File: config.mk
export PLATFORM = sky130hd
export DESIGN_NAME = multi_cycle_core_flat
export DESIGN_NICKNAME = d
export VERILOG_FILES = /design/src/rtl/multi_cycle_core_if.sv /design/src/rtl/multi_cycle_core.sv /design/src/flat_wrapper.sv
export SDC_FILE = /design/constraint.sdc
export NUM_CORES = 2
export LEC_CHECK = 0
export CELL_PAD_IN_SITES_DETAIL_PLACEMENT = 0
export CELL_PAD_IN_SITES_GLOBAL_PLACEMENT = 2
export CORE_ASPECT_RATIO = 0.6
export CORE_MARGIN = 2
export CORE_UTILIZATION = 40
export CTS_CLUSTER_SIZE = 12
export DETAILED_ROUTE_END_ITERATION = 12
export PLACE_DENSITY_LB_ADDON = 0.1
export SETUP_SLACK_MARGIN = 0.2
export SLEW_MARGIN = 0
export SYNTH_ARGS = -nofsm -noshare
export SYNTH_HDL_FRONTEND = slang
export SYNTH_SLANG_ARGS = --single-unit
File: constraint.sdc
create_clock -name clk -period 37.7 [get_ports clk]
set_clock_uncertainty 0.1 [all_clocks]
set_input_delay 5.655 -clock clk [delete_from_list [all_inputs] [get_ports clk]]
set_output_delay 5.655 -clock clk [all_outputs]
set_load 0.01 [all_outputs]
File: src/rtl/multi_cycle_core_if.sv
// Request/acknowledge memory bus shared by instruction fetch and data access.
// A transfer completes on the rising edge where mem_req and mem_ack are both high.
interface multi_cycle_core_if #(
    parameter int XLEN = 32
);
    logic            mem_req;
    logic            mem_we;
    logic [XLEN-1:0] mem_addr;
    logic [XLEN-1:0] mem_wdata;
    logic [XLEN-1:0] mem_rdata;
    logic            mem_ack;

    modport master (output mem_req, mem_we, mem_addr, mem_wdata, input mem_rdata, mem_ack);
    modport slave  (input mem_req, mem_we, mem_addr, mem_wdata, output mem_rdata, mem_ack);
endinterface

File: src/rtl/multi_cycle_core.sv
// Unpipelined RV32I-subset core (lw, sw, add, sub, and, or, slt, addi, beq).
// Runs a FETCH/DECODE/EXEC/MEM/WB state machine over a single shared memory bus.
module multi_cycle_core #(
    parameter int              XLEN     = 32,
    parameter int              NREGS    = 32,
    parameter logic [XLEN-1:0] RESET_PC = '0
) (
    input  logic                  clk,
    input  logic                  rst,
    multi_cycle_core_if.master    bus,
    output logic [XLEN-1:0]       pc,
    output logic                  halted
);
    localparam int RW = $clog2(NREGS);

    localparam logic [2:0] FETCH  = 3'd0;
    localparam logic [2:0] DECODE = 3'd1;
    localparam logic [2:0] EXEC   = 3'd2;
    localparam logic [2:0] MEM    = 3'd3;
    localparam logic [2:0] WB     = 3'd4;
    localparam logic [2:0] HALT   = 3'd5;

    localparam logic [6:0] OP_R    = 7'b0110011;
    localparam logic [6:0] OP_ADDI = 7'b0010011;
    localparam logic [6:0] OP_LW   = 7'b0000011;
    localparam logic [6:0] OP_SW   = 7'b0100011;
    localparam logic [6:0] OP_BEQ  = 7'b1100011;

    localparam logic [XLEN-1:0] FOUR = XLEN'(4);

    logic [2:0]      state;
    logic [XLEN-1:0] pc_q;
    logic [31:0]     ir;
    logic [XLEN-1:0] a_q, b_q, imm_q, res_q;
    logic [XLEN-1:0] rf [NREGS];

    // Instruction fields are decoded from the latched word in every state.
    logic [6:0] opcode, funct7;
    logic [2:0] funct3;
    logic [4:0] rs1, rs2, rd;
    assign opcode = ir[6:0];
    assign rd     = ir[11:7];
    assign funct3 = ir[14:12];
    assign rs1    = ir[19:15];
    assign rs2    = ir[24:20];
    assign funct7 = ir[31:25];

    logic is_r, is_addi, is_lw, is_sw, is_beq, op_ok, idx_bad, legal;
    assign is_r    = (opcode == OP_R);
    assign is_addi = (opcode == OP_ADDI);
    assign is_lw   = (opcode == OP_LW);
    assign is_sw   = (opcode == OP_SW);
    assign is_beq  = (opcode == OP_BEQ);

    function automatic logic bad_idx(input logic [4:0] idx);
        return 32'(idx) >= 32'(NREGS);
    endfunction

    assign op_ok = (is_r && ((funct7 == 7'h00 && (funct3 == 3'b000 || funct3 == 3'b010 ||
                                                  funct3 == 3'b110 || funct3 == 3'b111)) ||
                             (funct7 == 7'h20 && funct3 == 3'b000)))
                || (is_addi && funct3 == 3'b000)
                || ((is_lw || is_sw) && funct3 == 3'b010)
                || (is_beq && funct3 == 3'b000);

    // Only the register fields an instruction actually uses can make it illegal.
    assign idx_bad = bad_idx(rs1)
                  || ((is_r || is_sw || is_beq) && bad_idx(rs2))
                  || ((is_r || is_addi || is_lw) && bad_idx(rd));
    assign legal   = op_ok && !idx_bad;

    logic [12:0]     imm13;
    logic [XLEN-1:0] imm_ext;
    always_comb begin
        // NOTE: every always_comb output gets a default first so no latch is inferred.
        imm13 = {ir[31], ir[31:20]};
        if (is_sw)
            imm13 = {ir[31], ir[31:25], ir[11:7]};
        else if (is_beq)
            imm13 = {ir[31], ir[7], ir[30:25], ir[11:8], 1'b0};
    end
    assign imm_ext = {{(XLEN-13){imm13[12]}}, imm13};

    function automatic logic [XLEN-1:0] read_reg(input logic [4:0] idx);
        return (idx == 5'd0) ? '0 : rf[idx[RW-1:0]];
    endfunction

    logic [XLEN-1:0] alu;
    always_comb begin
        alu = a_q + b_q;
        if (is_addi)
            alu = a_q + imm_q;
        else begin
            case (funct3)
                3'b000:  alu = funct7[5] ? a_q - b_q : a_q + b_q;
                3'b010:  alu = {{(XLEN-1){1'b0}}, $signed(a_q) < $signed(b_q)};
                3'b110:  alu = a_q | b_q;
                3'b111:  alu = a_q & b_q;
                default: alu = a_q + b_q;
            endcase
        end
    end

    always_ff @(posedge clk or posedge rst) begin
        if (rst) begin
            state <= FETCH;
            pc_q  <= RESET_PC;
            ir    <= '0;
            a_q   <= '0;
            b_q   <= '0;
            imm_q <= '0;
            res_q <= '0;
            // NOTE: the register file is cleared by reset, so it is built from flops rather than a RAM macro.
            for (int i = 0; i < NREGS; i++) rf[i] <= '0;
        end else begin
            case (state)
                FETCH: if (bus.mem_ack) begin
                    ir    <= bus.mem_rdata[31:0];
                    state <= DECODE;
                end
                DECODE: begin
                    a_q   <= read_reg(rs1);
                    b_q   <= read_reg(rs2);
                    imm_q <= imm_ext;
                    state <= legal ? EXEC : HALT;
                end
                EXEC: begin
                    if (is_beq) begin
                        pc_q  <= (a_q == b_q) ? pc_q + imm_q : pc_q + FOUR;
                        state <= FETCH;
                    end else if (is_lw || is_sw) begin
                        res_q <= a_q + imm_q;
                        state <= MEM;
                    end else begin
                        res_q <= alu;
                        state <= WB;
                    end
                end
                MEM: if (bus.mem_ack) begin
                    if (is_sw) begin
                        pc_q  <= pc_q + FOUR;
                        state <= FETCH;
                    end else begin
                        res_q <= bus.mem_rdata;
                        state <= WB;
                    end
                end
                WB: begin
                    if (rd != 5'd0) rf[rd[RW-1:0]] <= res_q;
                    pc_q  <= pc_q + FOUR;
                    state <= FETCH;
                end
                HALT:    state <= HALT;
                default: state <= HALT;
            endcase
        end
    end

    // Bus outputs are decoded from state and gated by rst so reset drops a request at once.
    logic            req, we;
    logic [XLEN-1:0] addr, wdata;
    always_comb begin
        req   = 1'b0;
        we    = 1'b0;
        addr  = '0;
        wdata = '0;
        if (!rst) begin
            if (state == FETCH) begin
                req  = 1'b1;
                addr = pc_q;
            end else if (state == MEM) begin
                req   = 1'b1;
                we    = is_sw;
                addr  = res_q;
                wdata = b_q;
            end
        end
    end

    assign bus.mem_req   = req;
    assign bus.mem_we    = we;
    assign bus.mem_addr  = addr;
    assign bus.mem_wdata = wdata;
    assign pc            = pc_q;
    assign halted        = (state == HALT);
endmodule
File: src/flat_wrapper.sv
// flat-port wrapper written by rule: the top's interface ports become plain ports
module multi_cycle_core_flat 
#(
    parameter int              XLEN     = 32,
    parameter int              NREGS    = 32,
    parameter logic [XLEN-1:0] RESET_PC = '0
)
  (clk, rst, pc, halted, bus_mem_req, bus_mem_we, bus_mem_addr, bus_mem_wdata, bus_mem_rdata, bus_mem_ack);
  multi_cycle_core_if #(.XLEN(XLEN)) bus_i ();
  input  logic clk;
  input  logic rst;
  output logic [XLEN-1:0] pc;
  output logic halted;
  output wire logic [$bits(bus_i.mem_req)-1:0] bus_mem_req;
  output wire logic [$bits(bus_i.mem_we)-1:0] bus_mem_we;
  output wire logic [$bits(bus_i.mem_addr)-1:0] bus_mem_addr;
  output wire logic [$bits(bus_i.mem_wdata)-1:0] bus_mem_wdata;
  input wire logic [$bits(bus_i.mem_rdata)-1:0] bus_mem_rdata;
  input wire logic [$bits(bus_i.mem_ack)-1:0] bus_mem_ack;
  assign bus_mem_req = bus_i.mem_req;
  assign bus_mem_we = bus_i.mem_we;
  assign bus_mem_addr = bus_i.mem_addr;
  assign bus_mem_wdata = bus_i.mem_wdata;
  assign bus_i.mem_rdata = bus_mem_rdata;
  assign bus_i.mem_ack = bus_mem_ack;
  multi_cycle_core #(.XLEN(XLEN), .NREGS(NREGS), .RESET_PC(RESET_PC)) u_core (.clk(clk), .rst(rst), .bus(bus_i), .pc(pc), .halted(halted));
endmodule
# Word level (Yosys, flattened, before mapping)
# Cells that the tools add are included.
# op_classes
n_addsub	5
n_lt_le_gt_ge	5
n_eq_ne	21
n_mux	45
n_bitwise	5
reduce_logical	28
# op_table
cell	count
$bwmux W1024	1
$mux W32	23
$bmux W32 S5	2
$demux W32 S5	1
$pmux W32 S4	1
$add A32 B32 Y32	3
$pmux W32 S3	1
$pmux W32 S2	1
$add A32 B3 Y32 const B	1
$and A32 B32 Y32	1
$eq A32 B32 Y1	1
$lt A32 B32 Y1	1
$or A32 B32 Y32	1
$sub A32 B32 Y32	1
$mux W12	2
$eq A7 B6 Y1 const B	3
$ge A6 B6 Y1 const B	3
$mux W3	6
$not A5 Y6	3
$pmux W3 S5	1
$eq A3 B3 Y1 const B	4
$logic_not A5 Y1	2
$eq A3 B2 Y1 const B	3
$logic_or A1 B1 Y1	8
other kinds (16)	35
# totals
register_bits	1200
inputBits	35

# Logic depth before layout (Yosys ltp)
# logic_depth
ltp_word	12
ltp_mapped	14

# Least setup slack after synthesis
# OpenSTA, ideal clock, no wires.
# synth_timing
path_type	input to output
from	in rst
to	out bus_mem_addr[0]
t_arrival_ns	6.541
required_time_ns	31.945
slack_ns	25.404
stages	4
path_buffers	2
cell_sequence	clkbuf_1 -> nor2_1 -> clkbuf_1 -> a22o_1
# synth_between
elab_chain_cells	1
# synth_lines
element	line_no	rtl
from (decl)	flat_wrapper.sv:11	input logic rst;
$mux W32	multi_cycle_core.sv:167	if (!rst) begin
to (decl)	flat_wrapper.sv:16	output wire logic [$bits(bus_i.mem_addr)-1:0] bus_mem_addr;
# Every way passes these cells.

# Worst setup path in the final report
# layout_timing
from	in rst
to	out bus_mem_addr[16]
# The elaborated chain is that of the path after synthesis.

==> impl_metrics.json <==
{
  "initial_core_util_pct": 40.3,
  "hold_buffers": 0,
  "grt_setup_unrepaired": "false",
  "p_comb_share_pct": 6.3,
  "grt_start_max_net_pins": 160,
  "synth_area_per_cell_sq_um": 11.6,
  "synthesis.nets": 6327,
  "cts.sinks": 1200,
  "switchingPower_w": 0.000707,
  "drive_gt1_share_pct": 30.6,
  "placed_cells": 8191,
  "ys_async_sr_fraction_pct": 100,
  "yosys.cell_types.count": 93,
  "grt_overflow": 0,
  "violations": "DRC",
  "numCtsBuffers": 138,
  "syn-instance-count": 6129,
  "power_density_nw_per_um2": 35.8,
  "intPower_w": 0.00211,
  "routed_via_density": 6.42,
  "synthTopCellsByArea": "dfrtp_1 (42%), mux2_2 (18%), mux4_2 (8.3%)",
  "synth_flop_cell": "dfrtp_1",
  "ant_nets": 0,
  "drt-wirelength-per-cell_um": 33.4,
  "final_util_pct": 44.8,
  "io_pins": 134,
  "status": "complete, but fails checks",
  "min-delay-path-class": "flop to flop",
  "yosys.area.top_type": "dfrtp_1",
  "worstMarginPinSlew_ns": 1.27,
  "dr_total_vias": 53989,
  "coreArea_sq_um": 176000,
  "dieArea_sq_um": 181000,
  "placementRows": 119,
  "drv_cap": 0,
  "crit_type": "input pin to output port",
  "ir_drop_v": 0.0000278,
  "relSlewSlack_pct": 14.5,
  "setup_viol": 0,
  "cts_tree": "built",
  "io_buffers": 133,
  "antenna_found_initial": 15,
  "fill_cells": 16304,
  "gp_congestion": 0.885,
  "crit_buf_inv": 3,
  "drtPass1Iterations": 9,
  "leakage_nw": 34.5,
  "clkLatencyLatePin_ns": 0.81,
  "track_usage_pct": 30.8,
  "critPathMaxFanout": 38,
  "synth_edf_count": 0,
  "ctsResizeCount": 0,
  "ys_seq_area_share_pct": 42.4,
  "clk_pin_slew_ns": 0.06,
  "slowest_stage": "clkdlybuf4s50_1",
  "p_sw_share_pct": 25.1,
  "p_seq_share_pct": 46.1,
  "fmax_mhz": 74.8,
  "htreeDepth": 4,
  "grt_pass1_vias": 52525,
  "critical_path_arrival_ns": 7.61,
  "instances_no_fill": 8414,
  "die_x_um": 547,
  "layout_min_cycle_time_ns": 13.36,
  "root_buffer": "clkbuf_16",
  "nets": 6170,
  "finalSetupTns_ns": 0,
  "clock_power_share_pct": 47.6,
  "wl_mm": 281,
  "synth.most_common_cell": "dfrtp_1",
  "drt_iter0_drc": 5458,
  "critPathRequiredTime_ns": 31.94,
  "drc": 2,
  "cp_slowest_stage_delay_ns": 0.54,
  "synth_top_area_share_pct": 42.4,
  "dp_hpwl_mm": 170,
  "min_period_over_period_pct": 35.4,
  "crit_chain": "buf_2, nor4_2, buf_4, a22o_1, clkdlybuf4s50_1",
  "critPathTopFamily": "buffers and inverters",
  "netlist_area_sq_um": 70900,
  "cp-start-kind": "input pin",
  "yosys_warnings": 0,
  "post_cts_buffers": 0,
  "hold_violations": 0,
  "critPathCaptureType": "output port",
  "area.growth.synth_to_final_pct": 11.0,
  "chipHeight_um": 330,
  "yosys_register_bits": 1200,
  "synthTopCellsByCount": "dfrtp_1 (1200), mux2_2 (1155), a21oi_1 (504), clkbuf_1 (416), mux2i_1 (391)",
  "cts_buffer_depth": 4,
  "grt_pass1_wl_mm": 404,
  "drv_slew": 0
}
stage by stage:
step	hold slack (ns)	total power [W]	setup WS, ns	area, sq um
after floorplan	0.349	0.00143	14.98	70900
after global placement	0.284	0.00150	24.39	74400
after detailed placement	0.288	0.00150	24.37	74400
after CTS	0.302	0.00284	24.35	78700
after global routing	0.312	0.00291	24.24	78700
final	0.299	0.00282	24.34	78700
cell usage in the layout (no fill, tap or decap), types with 17 or more instances in the layout:
cell type           n
clkbuf_1           33
nand2_1           151
nand3_1            50
dfrtp_1          1182
nor3_1            139
buf_4             133
o21a_1             19
ha_1              159
a21oi_1           504
xnor2_1            34
or3_1              23
a211oi_1           37
o21ai_0           264
o31ai_1            18
clkdlybuf4s50_1   132
a21o_1             35
a221oi_1           20
mux2i_1           391
and3_1             26
nand2b_1           21
clkbuf_8           29
clkbuf_16         141
xor2_1             20
mux2_2           1155
o221ai_1          144
nor2_1            209
o22ai_1           202
o21bai_1           17
o211ai_1           24
inv_1             127
a22o_1             33
mux4_2            262
worst paths after layout:
check	startpoint	to	slack, ns	cells past startpoint
hold / removal	u_core.rf[996]$_DFFE_PP0P_	u_core.rf[996]$_DFFE_PP0P_	0.30	0
min in group asynchronous	rst	u_core.b_q[29]$_DFFE_PP0N_	5.44	3
setup / recovery	rst	bus_mem_addr[16]	24.34	5
max in group asynchronous	rst	u_core.rf[837]$_DFFE_PP0P_	27.67	8
setup reg to reg	u_core.ir[16]$_DFFE_PP0P_	u_core.a_q[27]$_DFFE_PP0N_	32.32	11
hold reg to reg	u_core.rf[996]$_DFFE_PP0P_	u_core.rf[996]$_DFFE_PP0P_	0.30	0
cell type report:
| class | instances | area, sq um | share of cell area, % |
|---|---|---|---|
| Timing Repair Buffer | 272 | 2440 | 3.11 |
| Inverter | 129 | 488 | 0.620 |
| Antenna cell | 2 | 5.00 | 0.00636 |
| Tap cell | 2359 | 2950 | 3.75 |
| Multi-Input combinational cell | 4231 | 38400 | 48.9 |
| Clock inverter | 18 | 223 | 0.283 |
| Clock buffer | 203 | 4050 | 5.15 |
| Sequential cell | 1200 | 30100 | 38.2 |
power by group through the flow:
stage	logic [W]	registers [W]	clock network, W
6_report	0.000178	0.00130	0.00134
5_1_grt	0.000188	0.00130	0.00142
4_1_cts	0.000178	0.00130	0.00137
3_5_place_dp	0.000177	0.00132	0
3_3_place_gp	0.000178	0.00132	0
2_1_floorplan	0.000112	0.00132	0
per-layer routing:
layer / vias to the layer above / GRT usage [%] / part of all wire, %
met4: 8 / 7.40 / 2.4
met5: - / 0 / 0.018
li1: 22911 / - / -
met2: 2112 / 44.7 / 42
met1: 28583 / 46.9 / 48
met3: 375 / 6.05 / 7.8
flip-flops by register name, summed over array words and instances (netlist names):
name	flops
u_core.rf	1024
u_core.a_q	32
u_core.b_q	32
u_core.ir	32
u_core.pc	32
u_core.res_q	32
u_core.imm_q	13
u_core.state	3
cells by family (layout without fill, tap and decap cells):
kind of cell | after synthesis | after routing | share of synthesized area, %
AOI/OAI and AO/OA | 1447 | 1447 | 12.9
other | 0 | 2 | 0
muxes | 1808 | 1808 | 32.2
DFF | 1200 | 1200 | 42.4
and+or+nand+nor | 759 | 759 | 5.13
buffers and inverters | 698 | 622 | 3.82
adders and majority gates | 163 | 163 | 2.92
xor gates and xnor gates | 54 | 54 | 0.667
Power figures use the tool's default switching activity.
